File: src/rtl/gui_pkg.sv
// -----------------------------------------------------------------------------
// gui_pkg
// Shared definitions for the GUI output stage.
//   - RGB_W / CH_W / LEVEL_W : pixel, colour-channel and brightness-level widths
//   - LEVEL_MAX              : brightness level that passes a pixel unchanged
//   - screen_state_t         : screen-change FSM states
//   - screen_src_t           : which rendered stream feeds the output
//   - scale_channel()        : one colour channel times a brightness level
// -----------------------------------------------------------------------------
package gui_pkg;

  localparam int RGB_W   = 12;
  localparam int CH_W    = 4;
  localparam int LEVEL_W = 5;
  localparam int PROD_W  = 8;

  localparam logic [LEVEL_W-1:0] LEVEL_MAX = 5'd16;

  typedef enum logic [1:0] {
    ST_MENU     = 2'd0,
    ST_FADE_OUT = 2'd1,
    ST_FADE_IN  = 2'd2,
    ST_GAME     = 2'd3
  } screen_state_t;

  typedef enum logic {
    SRC_MENU = 1'b0,
    SRC_MAP  = 1'b1
  } screen_src_t;

  // c_out = (c * level) >> 4. With level = 16 the product is c << 4, so the
  // upper nibble is c itself and no special identity case is needed.
  function automatic logic [CH_W-1:0] scale_channel(input logic [CH_W-1:0]    c,
                                                     input logic [LEVEL_W-1:0] level);
    logic [PROD_W-1:0] prod;
    prod = {{(PROD_W-CH_W){1'b0}}, c} * {{(PROD_W-LEVEL_W){1'b0}}, level};
    return prod[PROD_W-1:PROD_W-CH_W];
  endfunction

endpackage

File: src/rtl/rgb_scaler.sv
// -----------------------------------------------------------------------------
// rgb_scaler
// Registered brightness scaler: each 4-bit channel of a 12-bit pixel is
// multiplied by a 0..16 level and the top nibble of the product is kept.
// Ports:
//   clk, rst  : pixel clock, asynchronous active-high reset
//   rgb_in    : 12-bit pixel {R4,G4,B4}
//   level     : 5-bit brightness level, 16 = unchanged, 0 = black
//   rgb_out   : scaled pixel, one cycle after rgb_in/level
// -----------------------------------------------------------------------------
module rgb_scaler
  import gui_pkg::*;
(
  input  logic               clk,
  input  logic               rst,
  input  logic [RGB_W-1:0]   rgb_in,
  input  logic [LEVEL_W-1:0] level,
  output logic [RGB_W-1:0]   rgb_out
);

  logic [RGB_W-1:0] scaled;

  genvar gi;
  generate
    for (gi = 0; gi < RGB_W / CH_W; gi++) begin : g_channel
      assign scaled[gi*CH_W +: CH_W] = scale_channel(rgb_in[gi*CH_W +: CH_W], level);
    end
  endgenerate

  always_ff @(posedge clk or posedge rst) begin
    if (rst) begin
      rgb_out <= '0;
    end else begin
      rgb_out <= scaled;
    end
  end

endmodule

File: src/rtl/screen_select.sv
// -----------------------------------------------------------------------------
// screen_select
// VGA output stage: picks the menu or map pixel stream, forces black during
// blanking and changes screen only at a frame boundary (rising vblnk_in).
// Fixed two-cycle latency from timing/pixel inputs to outputs.
//
// Build option:
//   SCREEN_FADE_EN defined   : screen change fades brightness 16 -> 0, swaps
//                              the source, then fades 0 -> 16, spending
//                              FRAMES_PER_STEP frames at each level.
//   SCREEN_FADE_EN undefined : hard cut at the boundary, no scaler.
//
// Ports:
//   clk, rst            : pixel clock, asynchronous active-high reset
//   hcount_in/vcount_in : pixel position (debug only, not used by the logic)
//   hblnk_in/vblnk_in   : blanking; rising vblnk_in marks a frame boundary
//   hsync_in/vsync_in   : syncs, delayed 2 cycles to hsync_out/vsync_out
//   rgb_map/rgb_menu    : rendered pixel streams, aligned with timing inputs
//   start_game          : pulse, request menu -> game (accepted in MENU)
//   exit_to_menu        : pulse, request game -> menu (accepted in GAME)
//   rgb_out             : final pixel, aligned with hsync_out/vsync_out
//   screen_is_game      : 1 while the game screen is settled
//   busy                : 1 while a change is pending or fading
// -----------------------------------------------------------------------------
module screen_select
  import gui_pkg::*;
#(
  parameter int FRAMES_PER_STEP = 2
) (
  input  logic             clk,
  input  logic             rst,
  input  logic [10:0]      hcount_in,
  input  logic [9:0]       vcount_in,
  input  logic             hblnk_in,
  input  logic             vblnk_in,
  input  logic             hsync_in,
  input  logic             vsync_in,
  input  logic [RGB_W-1:0] rgb_map,
  input  logic [RGB_W-1:0] rgb_menu,
  input  logic             start_game,
  input  logic             exit_to_menu,
  output logic             hsync_out,
  output logic             vsync_out,
  output logic [RGB_W-1:0] rgb_out,
  output logic             screen_is_game,
  output logic             busy
);

  // Position inputs are kept on the port list for debug probing only.
  logic unused_debug;
  assign unused_debug = ^{hcount_in, vcount_in};

  screen_state_t    state_reg;
  screen_src_t      src_reg;
  logic             pending_reg;
  logic             busy_reg;
  logic             game_reg;
  logic             vblnk_prev_reg;
  logic             boundary_reg;
  logic             request;

  logic [RGB_W-1:0] rgb_s1_reg;
  logic             blank_s1_reg;
  logic             hsync_s1_reg;
  logic             vsync_s1_reg;
  logic [RGB_W-1:0] rgb_s1_gated;

  assign screen_is_game = game_reg;
  assign busy           = busy_reg;

  // A request only counts if it asks to leave the screen currently shown.
  assign request = ((state_reg == ST_MENU) && start_game) ||
                   ((state_reg == ST_GAME) && exit_to_menu);

  // Boundary is flagged one cycle after vblnk_in rises, still inside blanking,
  // so source/level updates never land on a visible pixel.
  always_ff @(posedge clk or posedge rst) begin
    if (rst) begin
      vblnk_prev_reg <= 1'b0;
      boundary_reg   <= 1'b0;
    end else begin
      vblnk_prev_reg <= vblnk_in;
      boundary_reg   <= vblnk_in & ~vblnk_prev_reg;
    end
  end

  // Stage 1: select source, capture blank and syncs.
  always_ff @(posedge clk or posedge rst) begin
    if (rst) begin
      rgb_s1_reg   <= '0;
      blank_s1_reg <= 1'b0;
      hsync_s1_reg <= 1'b0;
      vsync_s1_reg <= 1'b0;
    end else begin
      rgb_s1_reg   <= (src_reg == SRC_MAP) ? rgb_map : rgb_menu;
      blank_s1_reg <= hblnk_in | vblnk_in;
      hsync_s1_reg <= hsync_in;
      vsync_s1_reg <= vsync_in;
    end
  end

  // Blanked pixels are zeroed before stage 2; zero stays zero at any level.
  assign rgb_s1_gated = blank_s1_reg ? '0 : rgb_s1_reg;

  // Stage 2: syncs.
  always_ff @(posedge clk or posedge rst) begin
    if (rst) begin
      hsync_out <= 1'b0;
      vsync_out <= 1'b0;
    end else begin
      hsync_out <= hsync_s1_reg;
      vsync_out <= vsync_s1_reg;
    end
  end

`ifdef SCREEN_FADE_EN

  localparam int FCNT_W = (FRAMES_PER_STEP > 1) ? $clog2(FRAMES_PER_STEP) : 1;
  localparam logic [FCNT_W-1:0]  FCNT_LAST  = FCNT_W'(FRAMES_PER_STEP - 1);
  localparam logic [LEVEL_W-1:0] LEVEL_LAST = LEVEL_MAX - 5'd1;

  logic [LEVEL_W-1:0] level_reg;
  logic [FCNT_W-1:0]  frame_cnt_reg;

  // Stage 2: scaled pixel.
  rgb_scaler u_scaler (
    .clk     (clk),
    .rst     (rst),
    .rgb_in  (rgb_s1_gated),
    .level   (level_reg),
    .rgb_out (rgb_out)
  );

  always_ff @(posedge clk or posedge rst) begin
    if (rst) begin
      state_reg     <= ST_MENU;
      src_reg       <= SRC_MENU;
      level_reg     <= LEVEL_MAX;
      frame_cnt_reg <= '0;
      pending_reg   <= 1'b0;
      busy_reg      <= 1'b0;
      game_reg      <= 1'b0;
    end else begin
      case (state_reg)
        ST_MENU, ST_GAME: begin
          if (boundary_reg && pending_reg) begin
            state_reg     <= ST_FADE_OUT;
            pending_reg   <= 1'b0;
            frame_cnt_reg <= '0;
            busy_reg      <= 1'b1;
            game_reg      <= 1'b0;
          end else if (request) begin
            pending_reg <= 1'b1;
            busy_reg    <= 1'b1;
          end
        end
        ST_FADE_OUT: begin
          if (boundary_reg) begin
            if (level_reg == '0) begin
              // Fully dark: swap the source while nothing is visible.
              src_reg       <= (src_reg == SRC_MENU) ? SRC_MAP : SRC_MENU;
              state_reg     <= ST_FADE_IN;
              frame_cnt_reg <= '0;
            end else if (frame_cnt_reg == FCNT_LAST) begin
              frame_cnt_reg <= '0;
              level_reg     <= level_reg - 5'd1;
            end else begin
              frame_cnt_reg <= frame_cnt_reg + 1'b1;
            end
          end
        end
        ST_FADE_IN: begin
          if (boundary_reg) begin
            if (frame_cnt_reg == FCNT_LAST) begin
              frame_cnt_reg <= '0;
              level_reg     <= level_reg + 5'd1;
              if (level_reg == LEVEL_LAST) begin
                state_reg <= (src_reg == SRC_MAP) ? ST_GAME : ST_MENU;
                game_reg  <= (src_reg == SRC_MAP);
                busy_reg  <= 1'b0;
              end
            end else begin
              frame_cnt_reg <= frame_cnt_reg + 1'b1;
            end
          end
        end
        default: state_reg <= ST_MENU;
      endcase
    end
  end

`else

  // Stage 2: pixel passes straight through at full brightness.
  always_ff @(posedge clk or posedge rst) begin
    if (rst) begin
      rgb_out <= '0;
    end else begin
      rgb_out <= rgb_s1_gated;
    end
  end

  always_ff @(posedge clk or posedge rst) begin
    if (rst) begin
      state_reg   <= ST_MENU;
      src_reg     <= SRC_MENU;
      pending_reg <= 1'b0;
      busy_reg    <= 1'b0;
      game_reg    <= 1'b0;
    end else begin
      case (state_reg)
        ST_MENU: begin
          if (boundary_reg && pending_reg) begin
            state_reg   <= ST_GAME;
            src_reg     <= SRC_MAP;
            game_reg    <= 1'b1;
            pending_reg <= 1'b0;
            busy_reg    <= 1'b0;
          end else if (request) begin
            pending_reg <= 1'b1;
            busy_reg    <= 1'b1;
          end
        end
        ST_GAME: begin
          if (boundary_reg && pending_reg) begin
            state_reg   <= ST_MENU;
            src_reg     <= SRC_MENU;
            game_reg    <= 1'b0;
            pending_reg <= 1'b0;
            busy_reg    <= 1'b0;
          end else if (request) begin
            pending_reg <= 1'b1;
            busy_reg    <= 1'b1;
          end
        end
        default: state_reg <= ST_MENU;
      endcase
    end
  end

`endif

endmodule

File: config.mk
export PLATFORM = sky130hd
export DESIGN_NAME = screen_select
export DESIGN_NICKNAME = d
export VERILOG_FILES = /design/src/rtl/gui_pkg.sv /design/src/rtl/rgb_scaler.sv /design/src/rtl/screen_select.sv
export SDC_FILE = /design/constraint.sdc
export NUM_CORES = 1
export LEC_CHECK = 0
export ABC_AREA = 1
export ABC_CLOCK_PERIOD_IN_PS = 1800
export CORE_MARGIN = 8
export CORE_UTILIZATION = 39
export DETAILED_ROUTE_END_ITERATION = 6
export PLACE_DENSITY_LB_ADDON = 0.05
export SYNTH_ARGS = -nofsm -noshare
export SYNTH_HDL_FRONTEND = slang
export SYNTH_SLANG_ARGS = --single-unit
File: constraint.sdc
create_clock -name clk -period 1.8 [get_ports clk]
set_input_delay 0.36 -clock clk [delete_from_list [all_inputs] [get_ports clk]]
set_output_delay 0.36 -clock clk [all_outputs]
set_load 0.03 [all_outputs]
=== After elaboration in Yosys (flattened, before gate mapping) ===
Cells that the tools add are included.

* Bits in registers: 35
* Word-level logic and storage cells: 39

* Muxes and demuxes: 10
* Reduce and logical (&&, ||, !) cells: 11
* Bitwise gates (word level): 3
* Eq/ne operators: 3

{| class="wikitable"
|+ Operators with widths
! operator !! number
|-
| 12-bit two-way mux || 2
|-
| 1-bit two-way mux || 4
|-
| 2-bit two-way mux || 2
|-
| 2-bit by 1-bit inequality test with 1-bit output (second input constant) || 2
|-
| 2-bit case mux with 2 select lines || 1
|-
| 2-bit AND reduction || 2
|-
| 2-bit nonzero test || 2
|-
| 1-bit logical AND || 3
|-
| 3-bit AND reduction || 1
|-
| 2-bit equality test (second input constant) || 1
|-
| 2-bit logical NOT || 1
|-
| 1-bit case mux with 2 select lines || 1
|-
| 2-bit OR reduction || 1
|-
| 1-bit bitwise AND || 1
|-
| 1-bit logical OR || 1
|-
| 1-bit inverter || 1
|-
| 1-bit OR || 1
|}

=== Depth between registers and ports, before layout ===
* Depth after elaboration: 5
* Mapped depth: 5

=== Least setup slack after synthesis ===
Ideal clock, no wire load.

* Path type: register to register
* Start: reg screen_is_game (netlist name)
* End: reg rgb_s1_reg[10]
* Data required time: 1.683 ns
* Stages on the path, launching flop included: 5
* Setup slack: 0.779 ns
* Arrival time: 0.903 ns
* Cell sequence: dfrtp_1 -> inv_2 -> buf_6 -> nand2_1 -> nand2_1

{| class="wikitable"
|+ RTL lines
! element !! RTL line !! text
|-
| end signal, assigned || screen_select.sv:95 || <nowiki>rgb_s1_reg <= (src_reg == SRC_MAP) ? rgb_map : rgb_menu;</nowiki>
|-
| end, declared || screen_select.sv:62 || <nowiki>logic [RGB_W-1:0] rgb_s1_reg;</nowiki>
|}

=== Worst setup path in the final report ===
* Start: reg rgb_out[11]
* End: out rgb_out[11]

{| class="wikitable"
|+ RTL lines
! element !! RTL line !! text
|-
| start, declared || screen_select.sv:44 || <nowiki>output logic [RGB_W-1:0] rgb_out,</nowiki>
|-
| start signal, assigned || screen_select.sv:199 || <nowiki>rgb_out <= rgb_s1_gated;</nowiki>
|}

No word-level cell between the ends.

==> flow_metrics.tcl <==
set metrics [dict create \
    globalRouteOverflowTotal 0 \
    vias 826 \
    reg2reg_to "busy" \
    maxCapViolations 0 \
    core_area_um2 2760 \
    combPwrFrac 0.294 \
    crit_family "buffers and inverters" \
    synth_seq_cells 33 \
    syn_area_um2 1130 \
    power.internal_uw 1390 \
    synthCells 109 \
    grt_max_degree 34 \
    setup_slack_ns 0.0882 \
    synth.distinct_cells 11 \
    synth_area_per_cell_um2 10.4 \
    start_kind "flip-flop" \
    fmax_mhz 584 \
    cts_made_buffers 5 \
    slew_violations 0 \
    grt_pass1_vias 877 \
    hp-start "vsync_s1_reg" \
    synth_fp_nets 162 \
    cts_sinks 33 \
    die_y_um 69.9 \
    r2r_setup_slack_ns 0.77 \
    fin_setup_tns_ns 0 \
    power_density_nw_per_um2 1210 \
    grt_setup_unrepaired "no" \
    finalSetupViolCount 0 \
    slowest_delay_ns 0.67 \
    final_area_um2 1700 \
    cts_tree "yes" \
    peakVddDrop_mv 0.907 \
    drc_errors 0 \
    cp-end-kind "output port" \
    p_sw_uw 671 \
    layout.cells.non_filler 194 \
    vias_per_cell 4.26 \
    path_cells "clkdlybuf4s50_1" \
    start_util 0.411 \
    grt_pass1_wl_mm 3.92 \
    min_path_cells 0 \
    first_iter_violations 23 \
    reg2reg_depth 5 \
    crit_buf_inv 1 \
    cts-root-buf "clkbuf_4" \
    worstSkewPairLatency_ns 0.33 \
    area_delta_synth_final_pct 50.4 \
    n_fill_cell 249 \
    finClkSkew_ns 0.00491 \
    cts_max_path_buffers 2 \
    fin_nets 215 \
    htreeDepth 2 \
    place_congestion 0.636 \
    slew-limit-headroom 0.733 \
    crit_fanout 1 \
    holdCritPathClass "flip-flop to flip-flop" \
    drive_above_1_share 0.0798 \
    power_leakage_uw 0.000874 \
    critPathRequiredTime_ns 1.44 \
    path_class "flip-flop to output port" \
    track_usage 0.102 \
    finalHoldViolations 0 \
    dp_slack_ns 0.414 \
    final_common_cell "clkdlybuf4s50_1" \
    p_sw_frac 0.325 \
    placed_area_um2 1630 \
    num_antenna_cells 0 \
    yosysWarnings 0 \
    clkSlewWorstSetupHoldPaths_ns 0.10 \
    fin_crit_ns 1.71 \
    final_cell_mix "clkdlybuf4s50_1, nand2_1, dfrtp_1" \
    period_share 0.951 \
    wl_per_cell_um 12.0 \
    min_to "vsync_out" \
    ant_nets 0 \
    worst-slew-pin-transition_ns 0.400 \
    yosysSeqAreaShare 0.729 \
    dr.pass1.iters 2 \
    slowest_stage "clkdlybuf4s50_1" \
    num_rows 19 \
    clkPwrFrac 0.226 \
    arrival_ns 1.35 \
    die_x_um 69.9 \
    placedCellCount 186 \
    hpwl_mm 1.73 \
    io_buffers 47 \
    antenna_found_initial 0 \
    die_area_um2 4880 \
    outcome "finished, final reports clean" \
    routed_wl_mm 2.32 \
    seqPwrFrac 0.480 \
    io_pins 69 \
    reg2reg_from "screen_is_game" \
]
synthesized netlist by cell type:
| cell type | n | area share |
|---|---|---|
| nor2_1 | 13 | 0.043 |
| dfrtp_1 | 33 | 0.73 |
| buf_2 | 1 | 0.0044 |
| inv_1 | 16 | 0.053 |
| nand3_1 | 1 | 0.0044 |
| buf_4 | 1 | 0.0066 |
| xor2_1 | 1 | 0.0077 |
| or2_2 | 1 | 0.0055 |
| nand2_1 | 40 | 0.13 |
| buf_6 | 1 | 0.0099 |
| inv_2 | 1 | 0.0033 |
cell type report:
type                    instances  area (um2)  area share
inverters                      17        63.8      0.0375
well taps                      31        38.8      0.0228
clock buffers                   7        65.1      0.0382
clock inverters                 1        5.00     0.00294
multi-input cells              56         219       0.129
flip-flops and latches         33         826       0.485
repair buffers                 49         485       0.285
timing repair:
item | CTS | global route
hold buffers | 0 | 0
gates resized for setup | 0 | 1
setup endpoints to repair | 0 | 1
setup buffers | 0 | 0
metal layers:
layer	track usage	wire, um
met2	0.164	1130
met4	0.0670	67
met5	0	0
met3	0.0480	166
met1	0.104	952
metrics by stage:
stage               power [uW]   util  hold slack [ns]
floorplan                 1390      -            0.331
global placement          1610  0.591            0.335
detailed placement        1630  0.591            0.346
CTS                       2100  0.617            0.362
global route              2200  0.618            0.379
finish                    2060  0.618            0.364
worst reg2reg max path, stage by stage (launching register included):
cell     delay, ns
dfrtp_1       0.51
inv_2         0.19
nand2_1       0.09
nand3_1       0.06
nand2_1       0.06
inv_1         0.03
cells by family (layout without fill, tap and decap cells):
family / Yosys count / in the layout / synth area share
flip-flops: 33 / 33 / 0.729
XOR/XNOR: 1 / 1 / 0.00774
buffers and inverters: 20 / 74 / 0.0773
AND/OR/NAND/NOR: 55 / 55 / 0.186
worst max-delay path by stage:
stage,start,endpoint,slack [ns],cells after the start
2_1_floorplan,rst,blank_s1_reg,0.72,1
3_3_place_gp,busy,busy,0.41,1
3_5_place_dp,busy,busy,0.41,1
4_1_cts,busy,busy,0.02,1
5_1_grt,rgb_out[0],rgb_out[0],0.02,1
6_report,rgb_out[11],rgb_out[11],0.09,1
power by group through the flow:
stage                     registers (uW)  clock network (uW)  logic [uW]
after global routing                1010                 518         669
final                                990                 466         605
after global placement              1000                   0         606
after CTS                            992                 483         620
after floorplan                     1100                   0         284
after detailed placement            1010                   0         619
Note: power is estimated with default switching activity, not from simulation.
